`src/rtl/cpu_pkg.sv`:
```
// ============================================================================
// Module   : cpu_pkg
// Brief    : Shared datapath widths and ALU opcode encodings.
// Revision : 1.0 - initial release
// ============================================================================
`default_nettype none

package cpu_pkg;

    localparam int DATA_W = 16;
    localparam int OP_W   = 4;
    localparam int REG_AW = 3;

    typedef enum logic [3:0] {
        ALU_ADD   = 4'b0000,
        ALU_SUB   = 4'b0001,
        ALU_AND   = 4'b0010,
        ALU_OR    = 4'b0011,
        ALU_XOR   = 4'b0100,
        ALU_NOR   = 4'b0101,
        ALU_NAND  = 4'b0110,
        ALU_XNOR  = 4'b0111,
        ALU_SLL   = 4'b1000,
        ALU_SRL   = 4'b1001,
        ALU_SRA   = 4'b1010,
        ALU_SLT   = 4'b1011,
        ALU_SLTU  = 4'b1100,
        ALU_PASSA = 4'b1101,
        ALU_PASSB = 4'b1110
    } alu_op_e;

endpackage

`default_nettype wire

```
`src/rtl/id_ex_stage_fwd_mux.sv`:
```
// ============================================================================
// Module   : fwd_mux
// Brief    : Operand bypass select: EX/MEM result, else MEM/WB result, else the
//            register-file value. Built only when ID_EX_FWD_EN is defined.
// Revision : 1.0 - initial release
// ============================================================================
`default_nettype none

`ifdef ID_EX_FWD_EN
module fwd_mux #(
    parameter int DATA_W = cpu_pkg::DATA_W,
    parameter int REG_AW = cpu_pkg::REG_AW
) (
    input  logic [REG_AW-1:0] i_src,
    input  logic [DATA_W-1:0] i_rf_val,
    input  logic              i_exm_valid,
    input  logic              i_exm_rd_we,
    input  logic [REG_AW-1:0] i_exm_rd,
    input  logic [DATA_W-1:0] i_exm_result,
    input  logic              i_wb_valid,
    input  logic              i_wb_rd_we,
    input  logic [REG_AW-1:0] i_wb_rd,
    input  logic [DATA_W-1:0] i_wb_result,
    output logic [DATA_W-1:0] o_val
);
    import cpu_pkg::*;

    logic w_exm_hit;
    logic w_wb_hit;

    // Register 0 is hard-wired, so it never participates in a bypass.
    assign w_exm_hit = (i_src != '0) && i_exm_valid && i_exm_rd_we && (i_exm_rd == i_src);
    assign w_wb_hit  = (i_src != '0) && i_wb_valid  && i_wb_rd_we  && (i_wb_rd  == i_src);

    always_comb begin
        o_val = i_rf_val;
        if (w_exm_hit) begin
            o_val = i_exm_result;
        end else if (w_wb_hit) begin
            o_val = i_wb_result;
        end
    end

endmodule
`endif

`default_nettype wire

```
`src/rtl/id_ex_stage.sv`:
```
// ============================================================================
// Module   : id_ex_stage
// Brief    : ID/EX pipeline register with operand bypass (ID_EX_FWD_EN) or
//            source-hazard interlock (macro undefined).
// Revision : 1.0 - initial release
// ============================================================================
`default_nettype none

module id_ex_stage #(
    parameter int DATA_W = cpu_pkg::DATA_W,
    parameter int OP_W   = cpu_pkg::OP_W,
    parameter int REG_AW = cpu_pkg::REG_AW
) (
    input  logic              clk,
    input  logic              rst,
    input  logic              id_valid,
    input  logic [OP_W-1:0]   id_opcode,
    input  logic [REG_AW-1:0] id_rs1,
    input  logic [REG_AW-1:0] id_rs2,
    input  logic [REG_AW-1:0] id_rd,
    input  logic              id_rd_we,
    input  logic [DATA_W-1:0] id_rs1_val,
    input  logic [DATA_W-1:0] id_rs2_val,
    input  logic [DATA_W-1:0] id_imm,
    input  logic              id_use_imm,
    input  logic              stall,
    input  logic              flush,
    input  logic              exm_valid,
    input  logic              exm_rd_we,
    input  logic [REG_AW-1:0] exm_rd,
    input  logic [DATA_W-1:0] exm_result,
    input  logic              wb_valid,
    input  logic              wb_rd_we,
    input  logic [REG_AW-1:0] wb_rd,
    input  logic [DATA_W-1:0] wb_result,
    output logic              id_ready,
    output logic              ex_valid,
    output logic [DATA_W-1:0] ex_a,
    output logic [DATA_W-1:0] ex_b,
    output logic [OP_W-1:0]   ex_opcode,
    output logic [REG_AW-1:0] ex_rd,
    output logic              ex_rd_we
);
    import cpu_pkg::*;

    logic              valid_q,   valid_d;
    logic [OP_W-1:0]   opcode_q,  opcode_d;
    logic [REG_AW-1:0] rd_q,      rd_d;
    logic              rd_we_q,   rd_we_d;
    logic [DATA_W-1:0] rs1_val_q, rs1_val_d;
    logic [DATA_W-1:0] rs2_val_q, rs2_val_d;
    logic [DATA_W-1:0] imm_q,     imm_d;
    logic              use_imm_q, use_imm_d;
    logic              w_hazard;
    logic              w_capture;
    logic [DATA_W-1:0] w_a;
    logic [DATA_W-1:0] w_b_reg;

`ifdef ID_EX_FWD_EN
    logic [REG_AW-1:0] rs1_q, rs1_d;
    logic [REG_AW-1:0] rs2_q, rs2_d;

    assign w_hazard = 1'b0;

    fwd_mux #(.DATA_W(DATA_W), .REG_AW(REG_AW)) u_fwd_a (
        .i_src(rs1_q), .i_rf_val(rs1_val_q),
        .i_exm_valid(exm_valid), .i_exm_rd_we(exm_rd_we), .i_exm_rd(exm_rd), .i_exm_result(exm_result),
        .i_wb_valid(wb_valid), .i_wb_rd_we(wb_rd_we), .i_wb_rd(wb_rd), .i_wb_result(wb_result),
        .o_val(w_a)
    );

    fwd_mux #(.DATA_W(DATA_W), .REG_AW(REG_AW)) u_fwd_b (
        .i_src(rs2_q), .i_rf_val(rs2_val_q),
        .i_exm_valid(exm_valid), .i_exm_rd_we(exm_rd_we), .i_exm_rd(exm_rd), .i_exm_result(exm_result),
        .i_wb_valid(wb_valid), .i_wb_rd_we(wb_rd_we), .i_wb_rd(wb_rd), .i_wb_result(wb_result),
        .o_val(w_b_reg)
    );

    always_ff @(posedge clk) begin
        if (rst) begin
            rs1_q <= '0;
            rs2_q <= '0;
        end else begin
            rs1_q <= rs1_d;
            rs2_q <= rs2_d;
        end
    end

    always_comb begin
        rs1_d = rs1_q;
        rs2_d = rs2_q;
        if (!flush && !stall && w_capture) begin
            rs1_d = id_rs1;
            rs2_d = id_rs2;
        end
    end
`else
    logic w_unused_results;

    function automatic logic src_hit(input logic [REG_AW-1:0] src, input logic v,
                                     input logic we, input logic [REG_AW-1:0] rd);
        return (src != '0) && v && we && (rd == src);
    endfunction

    // Without bypass paths, any in-flight producer of a source blocks capture.
    assign w_hazard = id_valid && (
           src_hit(id_rs1, ex_valid, ex_rd_we, ex_rd)
        || src_hit(id_rs1, exm_valid, exm_rd_we, exm_rd)
        || src_hit(id_rs1, wb_valid, wb_rd_we, wb_rd)
        || (!id_use_imm && (src_hit(id_rs2, ex_valid, ex_rd_we, ex_rd)
                         || src_hit(id_rs2, exm_valid, exm_rd_we, exm_rd)
                         || src_hit(id_rs2, wb_valid, wb_rd_we, wb_rd))));

    assign w_a              = rs1_val_q;
    assign w_b_reg          = rs2_val_q;
    assign w_unused_results = ^{exm_result, wb_result};
`endif

    assign id_ready  = !stall && (rst || !w_hazard);
    assign w_capture = id_valid && id_ready;

    always_comb begin
        valid_d   = valid_q;
        opcode_d  = opcode_q;
        rd_d      = rd_q;
        rd_we_d   = rd_we_q;
        rs1_val_d = rs1_val_q;
        rs2_val_d = rs2_val_q;
        imm_d     = imm_q;
        use_imm_d = use_imm_q;
        if (flush) begin
            valid_d = 1'b0;
        end else if (!stall) begin
            if (w_capture) begin
                valid_d   = 1'b1;
                opcode_d  = id_opcode;
                rd_d      = id_rd;
                rd_we_d   = id_rd_we;
                rs1_val_d = id_rs1_val;
                rs2_val_d = id_rs2_val;
                imm_d     = id_imm;
                use_imm_d = id_use_imm;
            end else begin
                valid_d = 1'b0;
            end
        end
    end

    always_ff @(posedge clk) begin
        if (rst) begin
            valid_q   <= 1'b0;
            opcode_q  <= '0;
            rd_q      <= '0;
            rd_we_q   <= 1'b0;
            rs1_val_q <= '0;
            rs2_val_q <= '0;
            imm_q     <= '0;
            use_imm_q <= 1'b0;
        end else begin
            valid_q   <= valid_d;
            opcode_q  <= opcode_d;
            rd_q      <= rd_d;
            rd_we_q   <= rd_we_d;
            rs1_val_q <= rs1_val_d;
            rs2_val_q <= rs2_val_d;
            imm_q     <= imm_d;
            use_imm_q <= use_imm_d;
        end
    end

    assign ex_valid  = valid_q;
    assign ex_opcode = opcode_q;
    assign ex_rd     = rd_q;
    assign ex_rd_we  = rd_we_q && valid_q;
    assign ex_a      = w_a;
    assign ex_b      = use_imm_q ? imm_q : w_b_reg;

endmodule

`default_nettype wire

```
`config.mk`:
```
export PLATFORM = sky130hd
export DESIGN_NAME = id_ex_stage
export DESIGN_NICKNAME = d
export VERILOG_FILES = /design/src/rtl/cpu_pkg.sv /design/src/rtl/id_ex_stage_fwd_mux.sv /design/src/rtl/id_ex_stage.sv
export SDC_FILE = /design/constraint.sdc
export NUM_CORES = 1
export LEC_CHECK = 0
export CELL_PAD_IN_SITES_DETAIL_PLACEMENT = 0
export CELL_PAD_IN_SITES_GLOBAL_PLACEMENT = 1
export CORE_MARGIN = 10
export CORE_UTILIZATION = 29
export DETAILED_ROUTE_END_ITERATION = 12
export PLACE_DENSITY = 0.82
export SLEW_MARGIN = 0
export SYNTH_ARGS = -nofsm -noshare
export SYNTH_HDL_FRONTEND = slang
export SYNTH_HIERARCHICAL = 1
export SYNTH_SLANG_ARGS = --single-unit
```
`constraint.sdc`:
```
create_clock -name clk -period 2.21 [get_ports clk]
set_input_delay 0.221 -clock clk [delete_from_list [all_inputs] [get_ports clk]]
set_output_delay 0.221 -clock clk [all_outputs]
set_load 0.05 [all_outputs]
```
# --- Word-level counts from Yosys, hierarchy flattened ---
# Cells that the tools add are included.
op_classes:
  muxes: 2
  bitwise_logic: 2
  n_eq_ne: 6
  n_reduce_logical: 36
ops:
  columns: ["operator", "count"]
  rows:
  - ["1-bit logical AND", 23]
  - ["3-bit equality test", 6]
  - ["16-bit 2-to-1 mux", 1]
  - ["1-bit logical OR", 6]
  - ["3-bit nonzero test", 2]
  - ["1-bit zero test", 3]
  - ["3-bit AND reduction", 1]
  - ["1-bit NOT", 2]
  - ["2-bit OR reduction", 1]
  - ["1-bit 2-to-1 mux", 1]
word_totals:
  ff_bits: 58
  word_cells: 54
  in_bits: 110
  out_inout_bits: 42

# --- Logic depth before layout (Yosys ltp) ---
# Gate-level depths: netlist of the first run.
logic_depth:
  word_depth: 14
  mapped_depth: 8

# --- Worst setup path before layout of the first run ---
# Ideal clock, no wire load.
synth_path:
  path_kind: "reg2out"
  start: "reg rd_q[2], in the netlist ex_rd[2]"
  end: "out id_ready"
  slack_ps: 38
  n_path_buf: 0
  t_arrival_ps: 1951
  stages_incl_launch_ff: 6
  t_required_ps: 1989
  cell_sequence: "dfxtp_1 -> xor2_1 -> nor4_1 -> o31ai_1 -> nand2_1 -> nor2_1"
synth_via:
  elab_chain_cells: 10
synth_rtl:
  columns: ["item", "line_no", "text"]
  rows:
  - ["start, declared", "id_ex_stage.sv:48", "logic [REG_AW-1:0] rd_q, rd_d;"]
  - ["start signal, assigned", "id_ex_stage.sv:162", "rd_q <= rd_d;"]
  - ["3-bit equality test", "id_ex_stage.sv:102", "return (src != '0) && v && we && (rd == src);"]
  - ["1-bit logical AND", "id_ex_stage.sv:102", null]
  - ["1-bit logical OR", "id_ex_stage.sv:111", "|| src_hit(id_rs2, exm_valid, exm_rd_we, exm_rd)"]
  - ["1-bit logical OR", "id_ex_stage.sv:112", "|| src_hit(id_rs2, wb_valid, wb_rd_we, wb_rd))));"]
  - ["1-bit logical AND", "id_ex_stage.sv:110", "|| (!id_use_imm && (src_hit(id_rs2, ex_valid, ex_rd_we, ex_rd)"]
  - ["1-bit logical OR *", "id_ex_stage.sv:110", null]
  - ["1-bit logical AND *", "id_ex_stage.sv:106", "assign w_hazard = id_valid && ("]
  - ["1-bit zero test *", "id_ex_stage.sv:119", "assign id_ready = !stall && (rst || !w_hazard);"]
  - ["1-bit logical OR *", "id_ex_stage.sv:119", null]
  - ["1-bit logical AND *", "id_ex_stage.sv:119", null]
  - ["end, declared", "id_ex_stage.sv:36", "output logic id_ready,"]
# Every way passes the cells marked *; elsewhere a longest branch is shown, timed or not.

# --- Worst setup path in the final report of the first run ---
layout_path:
  start: "in exm_rd[1]"
  end: "out id_ready"
layout_via:
  elab_chain_cells: 10
layout_rtl:
  columns: ["item", "line_no", "text"]
  rows:
  - ["start, declared", "id_ex_stage.sv:30", "input logic [REG_AW-1:0] exm_rd,"]
  - ["3-bit equality test", "id_ex_stage.sv:102", null]
  - ["1-bit logical AND", "id_ex_stage.sv:102", null]
  - ["1-bit logical OR", "id_ex_stage.sv:111", null]
  - ["1-bit logical OR", "id_ex_stage.sv:112", null]
  - ["1-bit logical AND", "id_ex_stage.sv:110", null]
  - ["1-bit logical OR *", "id_ex_stage.sv:110", null]
  - ["1-bit logical AND *", "id_ex_stage.sv:106", null]
  - ["1-bit zero test *", "id_ex_stage.sv:119", null]
  - ["1-bit logical OR *", "id_ex_stage.sv:119", null]
  - ["1-bit logical AND *", "id_ex_stage.sv:119", null]
# Marks and branches as above.

==> summary.md, run 1 <==
| Metric | Value |
|---|---|
| Status | complete, no violations |
| Total CTS buffers | 9 |
| Period utilization | 93.9% |
| Root Driver | clkbuf_8 |
| Worst vdd ir | 0.000410 V |
| Max transition margin | 46.6% |
| Actual slew at the worst max-slew pin | 0.801 ns |
| Commonest cells after routing, fill and taps aside | nand2b_1 (115), clkdlybuf4s50_1 (95), mux2i_1 (57) |
| YS warnings | 6 |
| DP Cell Count | 550 |
| FF+latch count, synth | just under 60 |
| Width of the chip | about 120 microns |
| P&R area growth vs syn | 49.2% |
| Reg2reg setup slack | between 0.4 and 0.5 ns |
| Largest net degree at the start of global routing | around 120 |
| Setup bufs post-CTS | 0 |
| Ant diodes | 0 |
| Crit. Startpoint | exm_rd[1] |
| Minimum clock period after layout | just over 2 ns |
| Worst Skew | 0.00889 ns |
| Worst-skew pair later-pin latency | 0.33 ns |
| PwrDens | 572 nW/um^2 |
| Most common cell after layout, fill and taps aside | nand2b_1 |
| Type of origin of the critical path | primary input |
| Initial Utilization | 29.8% |
| Library cells used by synthesis | 19 |
| Post-route DRC | 0 |
| Worst Path Required | between 1.5 and 2 ns |
| H-Tree Depth | 3 |
| Highest Clock Rate | just under 500 MHz |
| Worst-path fanout max | 2 |
| Num Clock Sinks | just under 60 |
| Setup violators final | 0 |
| Final WL | ~8300 microns |
| Post-synthesis area per instance | approximately 10 sq um |
| Die Ht | between 100 and 150 microns |
| Layout filler cell count | 1009 |
| Rows | 37 |
| Post-route ant nets | 0 |
| Max-slew violation count | 0 |
| Tightest hold margin | approximately 0.45 ns |
| Final Non-Filler Cells | 566 |
| Number of I/O port buffers | 119 |
| FF-to-FF Start | ex_rd[2] |
| Critical Path Sink | id_ready |
| Hold crit path type | primary input to flop |
| Vias in the first global route | 2632 |
| Layout Nets | between 500 and 600 |
| IO Pins | 152 |
| DRT Pass-1 Iters | 4 |
| Worst setup path category | primary input to output port |
| Layout cell share with drive strength beyond 1 | 14.2% |
| DR vias | about 2500 |
| Sequential area share after synthesis | 37.8% |
| Initial DRC count | 90 |
| DP HPWL | 6220 microns |
| Hold Fails Final Rpt | 0 |
| Gr ovfl total | 0 |
| R2R depth | 6 |
| Post-route setup slack | ~0.13 ns |
| Initial antenna violation count | 0 |
| Syn nets | 418 |
| Avg Vias per Cell | between 4 and 5 |
| All-Layer GR Usage | 11.0% |
| Crit path DAT | between 1.5 and 2 ns |
| First-pass GRT wire length | 13200 microns |
| Mapped cell area | 3070 sq um |
| Pre-CTS setup slack | -0.0608 ns |
| LEAKAGE | 1.76 nW |
| RSZ-0062 raised after global routing | false |
| Hold depth | 3 |
| Synth Instances | about 310 |
| Final GP Congestion | 0.774 |
| CORE AREA | 10300 sq um |
| Clock slew at reported path FFs | 0.07 ns |
| Wire length per cell | 14.7 microns |
| Total power | roughly 2.6 mW |
| CP Capture Type | output port |
| HP Start | id_rs2_val[9] |
| Worst r2r dst | ex_a[14] |
| Max Cap Violations | 0 |
| Die area | 15100 sq um |
| CTS tree | done |
| Final setup TNS | 0 ns |
| CTS max path bufs | 2 |
==> critical path, stage by stage <==
cell and delay [ns]:
clkdlybuf4s50_1 0.51, xor2_1 0.19, nor4_1 0.09, o31ai_1 0.29, buf_4 0.17, nand2_1 0.04, nor2_1 0.16, buf_12 0.17
==> power breakdown <==
group          leakage (nW)  total, mW  switching, mW  internal [mW]
registers             0.473       1.11         0.0223           1.08
clock network        0.0986       1.01          0.425          0.581
logic                  1.19      0.509          0.235          0.274
==> flip-flops by register name, indices dropped and copies added (netlist names) <==
signal     flops
ex_opcode      4
ex_a          16
ex_valid       1
use_imm_q      1
rd_we_q        1
rs2_val_q     16
imm_q         16
ex_rd          3
==> layout make-up <==
type | count | area [sq um] | share of cell area [%]
tap | 136 | 170 | 3.71
clock buffer | 12 | 155 | 3.39
inverter | 1 | 3.75 | 0.0819
timing repair buffer | 127 | 1280 | 28.0
multi-input combinational | 228 | 1760 | 38.3
sequential | 58 | 1160 | 25.4
clock inverter | 4 | 50.0 | 1.09
==> cells by family after synthesis <==
family / count (synthesis) / synth area share, %
AO/OA/AOI/OAI: 3 / 0.733
XOR/XNOR: 18 / 5.13
buffers and inverters: 22 / 5.17
flip-flops: 58 / 37.8
multiplexers: 73 / 24.4
AND/OR/NAND/NOR: 134 / 26.7
==> how the worst min path moves through the flow <==
stage | to
after floorplan | ex_valid
after global placement | rs2_val_q[7]
after detailed placement | imm_q[13]
after CTS | ex_a[3]
after global routing | ex_a[4]
final | rs2_val_q[9]
==> synthesized netlist by cell type <==
cell / count / area, sq um
buf_1: 1 / 3.75
buf_4: 3 / 22.5
nand2_1: 5 / 18.8
inv_1: 1 / 3.75
nor2_1: 2 / 7.51
nor3_1: 3 / 15.0
o31ai_1: 2 / 15.0
nand2b_1: 115 / 719
nand4b_1: 1 / 8.76
and3_1: 1 / 6.26
mux2_2: 16 / 180
clkbuf_1: 13 / 48.8
dfxtp_1: 58 / 1160
nor4_1: 6 / 37.5
buf_12: 4 / 80.1
mux2i_1: 57 / 571
nor3b_1: 1 / 7.51
xor2_1: 18 / 158
a211oi_1: 1 / 7.51
==> per-stage QoR <==
stage	area [sq um]	utilization, %
detailed placement	4360	42.2
global placement	4360	42.2
CTS	4560	44.2
floorplan	3070	-
finish	4580	44.4
global route	4580	44.4
==> repair_timing <==
action / CTS / global route
resized for setup: 0 / 9
endpoints found under the setup margin: 0 / 1
hold buffers: 0 / 0
hold endpoints to repair: 0 / 0
==> layer usage <==
metal | track usage [%] | vias to the layer above | part of all wire (%)
li1 | - | 1251 | -
met1 | 12.1 | 1147 | 41
met2 | 18.5 | 67 | 50
met3 | 4.06 | 12 | 6.9
met4 | 4.93 | 0 | 2.0
met5 | 0 | - | 0
Power figures use the tool's default switching activity.
==> run 2: changes to the inputs <==
PLACE_DENSITY = 0.84   (was 0.82)
==> summary.md, run 2 (same netlist as run 1, synthesis figures left out) <==
| Metric | Value |
|---|---|
| Die Ht | roughly 120 microns |
| CP Capture Type | output port |
| Ant diodes | 0 |
| CORE AREA | around 10000 sq um |
| Initial DRC count | 86 |
| Hold crit path type | primary input to flop |
| P&R area growth vs syn | 47.8% |
| Layout cell share with drive strength beyond 1 | 13.7% |
| Avg Vias per Cell | approximately 4.3 |
| Final WL | between 8000 and 9000 microns |
| RSZ-0062 raised after global routing | false |
| Highest Clock Rate | 478 MHz |
| Commonest cells after routing, fill and taps aside | nand2b_1 (115), clkdlybuf4s50_1 (100), dfxtp_1 (58) |
| Vias in the first global route | 2655 |
| Minimum clock period after layout | ~2.1 ns |
| Max Cap Violations | 0 |
| Post-route ant nets | 0 |
| First-pass GRT wire length | 13400 microns |
| Max-slew violation count | 0 |
| Worst-path fanout max | 4 |
| Post-route setup slack | ~0.12 ns |
| Final Non-Filler Cells | 566 |
| Initial Utilization | 29.8% |
| Root Driver | clkbuf_8 |
| Wire length per cell | 14.4 microns |
| Pre-CTS setup slack | -0.0681 ns |
| Worst r2r dst | ex_a[9] |
| Worst Path Required | approximately 2 ns |
| HP Start | id_rs1_val[10] |
| DP Cell Count | 550 |
| All-Layer GR Usage | approximately 11% |
| Hold depth | 3 |
| Actual slew at the worst max-slew pin | 0.800 ns |
| DR vias | 2450 |
| Final GP Congestion | 0.851 |
| Layout Nets | 535 |
| PwrDens | 574 nW/um^2 |
| DP HPWL | 6000 microns |
| Crit. Startpoint | id_rs1[2] |
| Largest net degree at the start of global routing | approximately 120 |
| Width of the chip | 123 microns |
| H-Tree Depth | 3 |
| Number of I/O port buffers | between 100 and 150 |
| Hold Fails Final Rpt | 0 |
| Status | complete, no violations |
| Gr ovfl total | 0 |
| Worst-skew pair later-pin latency | 0.33 ns |
| CTS max path bufs | 2 |
| Setup violators final | 0 |
| FF-to-FF Start | ex_rd[1] |
| R2R depth | 7 |
| Rows | 37 |
| Period utilization | approximately 95% |
| Clock slew at reported path FFs | ~0.070 ns |
| Initial antenna violation count | 0 |
| Setup bufs post-CTS | 0 |
| Die area | approximately 15000 sq um |
| Type of origin of the critical path | primary input |
| Final setup TNS | 0 ns |
| DRT Pass-1 Iters | 4 |
| Crit path DAT | ~1.9 ns |
| Reg2reg setup slack | 0.42 ns |
| Worst vdd ir | 0.000253 V |
| Total CTS buffers | 9 |
| Post-route DRC | 0 |
| IO Pins | 152 |
| Most common cell after layout, fill and taps aside | nand2b_1 |
| CTS tree | done |
| Max transition margin | 46.7% |
| Hold endpoint | ex_a[10] |
| Total power | about 2.6 mW |
| Worst Skew | 0.00791 ns |
| Worst setup path category | primary input to output port |
| Num Clock Sinks | 58 |
| LEAKAGE | 1.70 nW |
run 2: metrics by stage:
stage | hold WS, ns | instance area [sq um] | utilization, %
after floorplan | 0.294 | 3070 | -
after global placement | 0.456 | 4330 | 42.0
after detailed placement | 0.461 | 4330 | 42.0
after CTS | 0.430 | 4540 | 43.9
after global routing | 0.416 | 4540 | 44.0
final | 0.452 | 4540 | 44.0
run 2: worst max path at each step:
stage | slack, ns | end | depth (start not counted)
after global placement | -0.02 | imm_q[5] | 8
after detailed placement | -0.07 | ex_a[9] | 8
after CTS | 0.09 | id_ready | 8
after global routing | 0.03 | id_ready | 8
final | 0.12 | id_ready | 8
after floorplan | 0.04 | id_ready | 5
run 2: routing by layer:
| metal | part of all wire [%] | vias up | wire length, microns | track usage [%] |
|---|---|---|---|---|
| met4 | 1.9 | 0 | 155 | 3.39 |
| met1 | 41 | 1124 | 3310 | 11.9 |
| met2 | 49 | 68 | 4020 | 18.7 |
| met3 | 8.3 | 11 | 679 | 6.11 |
| met5 | 0 | - | 0 | 0 |
| li1 | - | 1247 | - | - |
run 2: worst max-delay path, stage by stage:
cell	delay [ns]
clkdlybuf4s50_1	0.52
xor2_1	0.20
nor4_1	0.37
o31ai_1	0.13
buf_4	0.15
nand2_1	0.06
nor2_1	0.06
buf_12	0.15
run 2: area by class of cell:
cell class / count / area (sq um)
multi-input cells: 228 / 1760
fillers: 961 / 5780
clock inverters: 6 / 66.3
repair buffers: 127 / 1240
flip-flops and latches: 58 / 1160
well taps: 136 / 170
inverters: 1 / 3.75
clock buffers: 10 / 138
run 2: timing repair:
item,4_1_cts,5_1_grt
setup endpoints to repair,0,1
hold buffers,0,0
resized for setup,0,1
run 2: where the power goes:
part / total, mW / switching, mW / internal [mW]
Sequential: 1.10 / 0.0199 / 1.08
Combinational: 0.507 / 0.236 / 0.271
Clock: 0.997 / 0.447 / 0.551
==> run 3: changes to the inputs <==
PLACE_DENSITY = 0.79   (was 0.84)
==> summary.md, run 3 (same netlist as run 1, synthesis figures left out) <==
| Metric | Value |
|---|---|
| Actual slew at the worst max-slew pin | 0.809 ns |
| Type of origin of the critical path | primary input |
| Final Util | 44.0% |
| Vias in the first global route | 2588 |
| Max transition margin | 46.1% |
| CORE AREA | 10300 sq um |
| First-pass GRT wire length | 13200 microns |
| Area occupied by multi-input gates | 1760 sq um |
| FF-to-FF Start | ex_rd[1] |
| Post-route DRC | 0 |
| Setup bufs post-CTS | 0 |
| Hold depth | 3 |
| Final WL | approximately 8000 microns |
| Register area | roughly 1200 sq um |
| Status | complete, no violations |
| Worst vdd ir | 0.000268 V |
| HP Start | id_opcode[0] |
| Die Ht | 123 microns |
| Minimum clock period after layout | 2.04 ns |
| R2R depth | 6 |
| Initial Utilization | ~30% |
| Layout Nets | about 540 |
| RSZ-0062 raised after global routing | false |
| Post-route setup slack | 0.169 ns |
| Root Driver | clkbuf_8 |
| H-Tree Depth | 3 |
| Rows | 37 |
| Worst r2r dst | rs2_val_q[1] |
| Num Clock Sinks | 58 |
| Initial DRC count | a little under 70 |
| Most common cell after layout, fill and taps aside | nand2b_1 |
| Commonest cells after routing, fill and taps aside | nand2b_1 (115), clkdlybuf4s50_1 (95), mux2i_1 (57) |
| Largest net degree at the start of global routing | approximately 120 |
| Clock slew at reported path FFs | roughly 0.07 ns |
| CP Capture Type | output port |
| Avg Vias per Cell | 4.34 |
| Setup violators final | 0 |
| Hold Fails Final Rpt | 0 |
| Worst-path fanout max | 2 |
| Hold crit path type | primary input to flop |
| Reg2reg setup slack | 0.45 ns |
| CTS max path bufs | 2 |
| Layout filler cell count | 1017 |
| Layout cell share with drive strength beyond 1 | between 10% and 20% |
| IO Pins | between 150 and 200 |
| Total CTS buffers | 9 |
| Width of the chip | roughly 120 microns |
| Worst Path Required | 1.99 ns |
| Die area | 15100 sq um |
| Worst setup path category | primary input to output port |
| DRT Pass-1 Iters | 4 |
| Final GP Congestion | 0.708 |
| Wire length per cell | 14.3 microns |
| Crit. Startpoint | wb_rd[1] |
| P&R area growth vs syn | 47.9% |
| All-Layer GR Usage | 10.8% |
| Number of I/O port buffers | 119 |
| Period utilization | around 90% |
| CTS tree | done |
| Gr ovfl total | 0 |
| LEAKAGE | 1.76 nW |
| PostCTS Resize Cnt | 0 |
| Crit path DAT | 1.82 ns |
| Worst Skew | between 0.01 and 0.015 ns |
| DP HPWL | 6160 microns |
| DP Cell Count | 551 |
| PwrDens | 546 nW/um^2 |
| Highest Clock Rate | 490 MHz |
| Final setup TNS | 0 ns |
| CTS hold repair buffers | 0 |
| DR vias | around 2500 |
| Max Cap Violations | 0 |
| Final Non-Filler Cells | 566 |
| Hold endpoint | ex_opcode[0] |
| Worst-skew pair later-pin latency | about 0.32 ns |
| Max-slew violation count | 0 |
| Initial antenna violation count | 0 |
| Ant diodes | 0 |
| Pre-CTS setup slack | -0.0494 ns |
| Post-route ant nets | 0 |
==> run 3: cell types whose count changed in the layout (fill, tap and decap cells not counted), moves of 2 or more <==
cell             before  now
dfxtp_1              58   55
clkinvlp_4            3    0
clkdlybuf4s50_1     100   95
clkinv_2              1    3
dlymetal6s2s_1        1    6
dfxtp_2               0    3
==> run 3: metrics by stage <==
step | hold WS, ns | power (mW) | instance area, sq um
global placement | 0.457 | 1.64 | 4350
finish | 0.456 | 2.48 | 4540
global route | 0.449 | 2.61 | 4540
detailed placement | 0.463 | 1.64 | 4350
CTS | 0.441 | 2.53 | 4520
floorplan | 0.294 | 1.41 | 3070
==> run 3: critical path, stage by stage <==
cell and delay, ns:
clkdlybuf4s50_1 0.51, xor2_1 0.17, nor4_1 0.07, o31ai_1 0.33
buf_4 0.18, nand2_1 0.06, nor2_2 0.13, buf_12 0.15
==> run 3: power by group <==
group | internal (mW) | total [mW] | leakage [nW] | switching [mW]
combinational | 0.273 | 0.509 | 1.19 | 0.236
clock | 0.457 | 0.867 | 0.0920 | 0.410
sequential | 1.08 | 1.10 | 0.473 | 0.0196
==> run 3: final cells by class <==
| type | count | share of cell area (%) |
|---|---|---|
| multi-input combinational | 228 | 38.7 |
| timing repair buffer | 128 | 28.1 |
| sequential | 58 | 25.6 |
| tap | 136 | 3.74 |
| clock buffer | 12 | 3.41 |
| clock inverter | 3 | 0.330 |
| inverter | 1 | 0.0826 |
==> run 3: worst max path at each step <==
| stage | end | slack, ns | cells past startpoint |
|---|---|---|---|
| after floorplan | id_ready | 0.04 | 5 |
| after global placement | ex_a[5] | 0.02 | 7 |
| after detailed placement | ex_a[3] | -0.05 | 7 |
| after CTS | id_ready | 0.02 | 8 |
| after global routing | id_ready | 0.03 | 8 |
| final | id_ready | 0.17 | 8 |
==> run 3: per-layer routing <==
metal	GRT usage, %	wire [microns]	up-vias
met5	0	0	-
met4	3.53	47	0
met3	4.38	661	5
met2	17.8	3960	67
met1	12.4	3450	1147
li1	-	-	1240
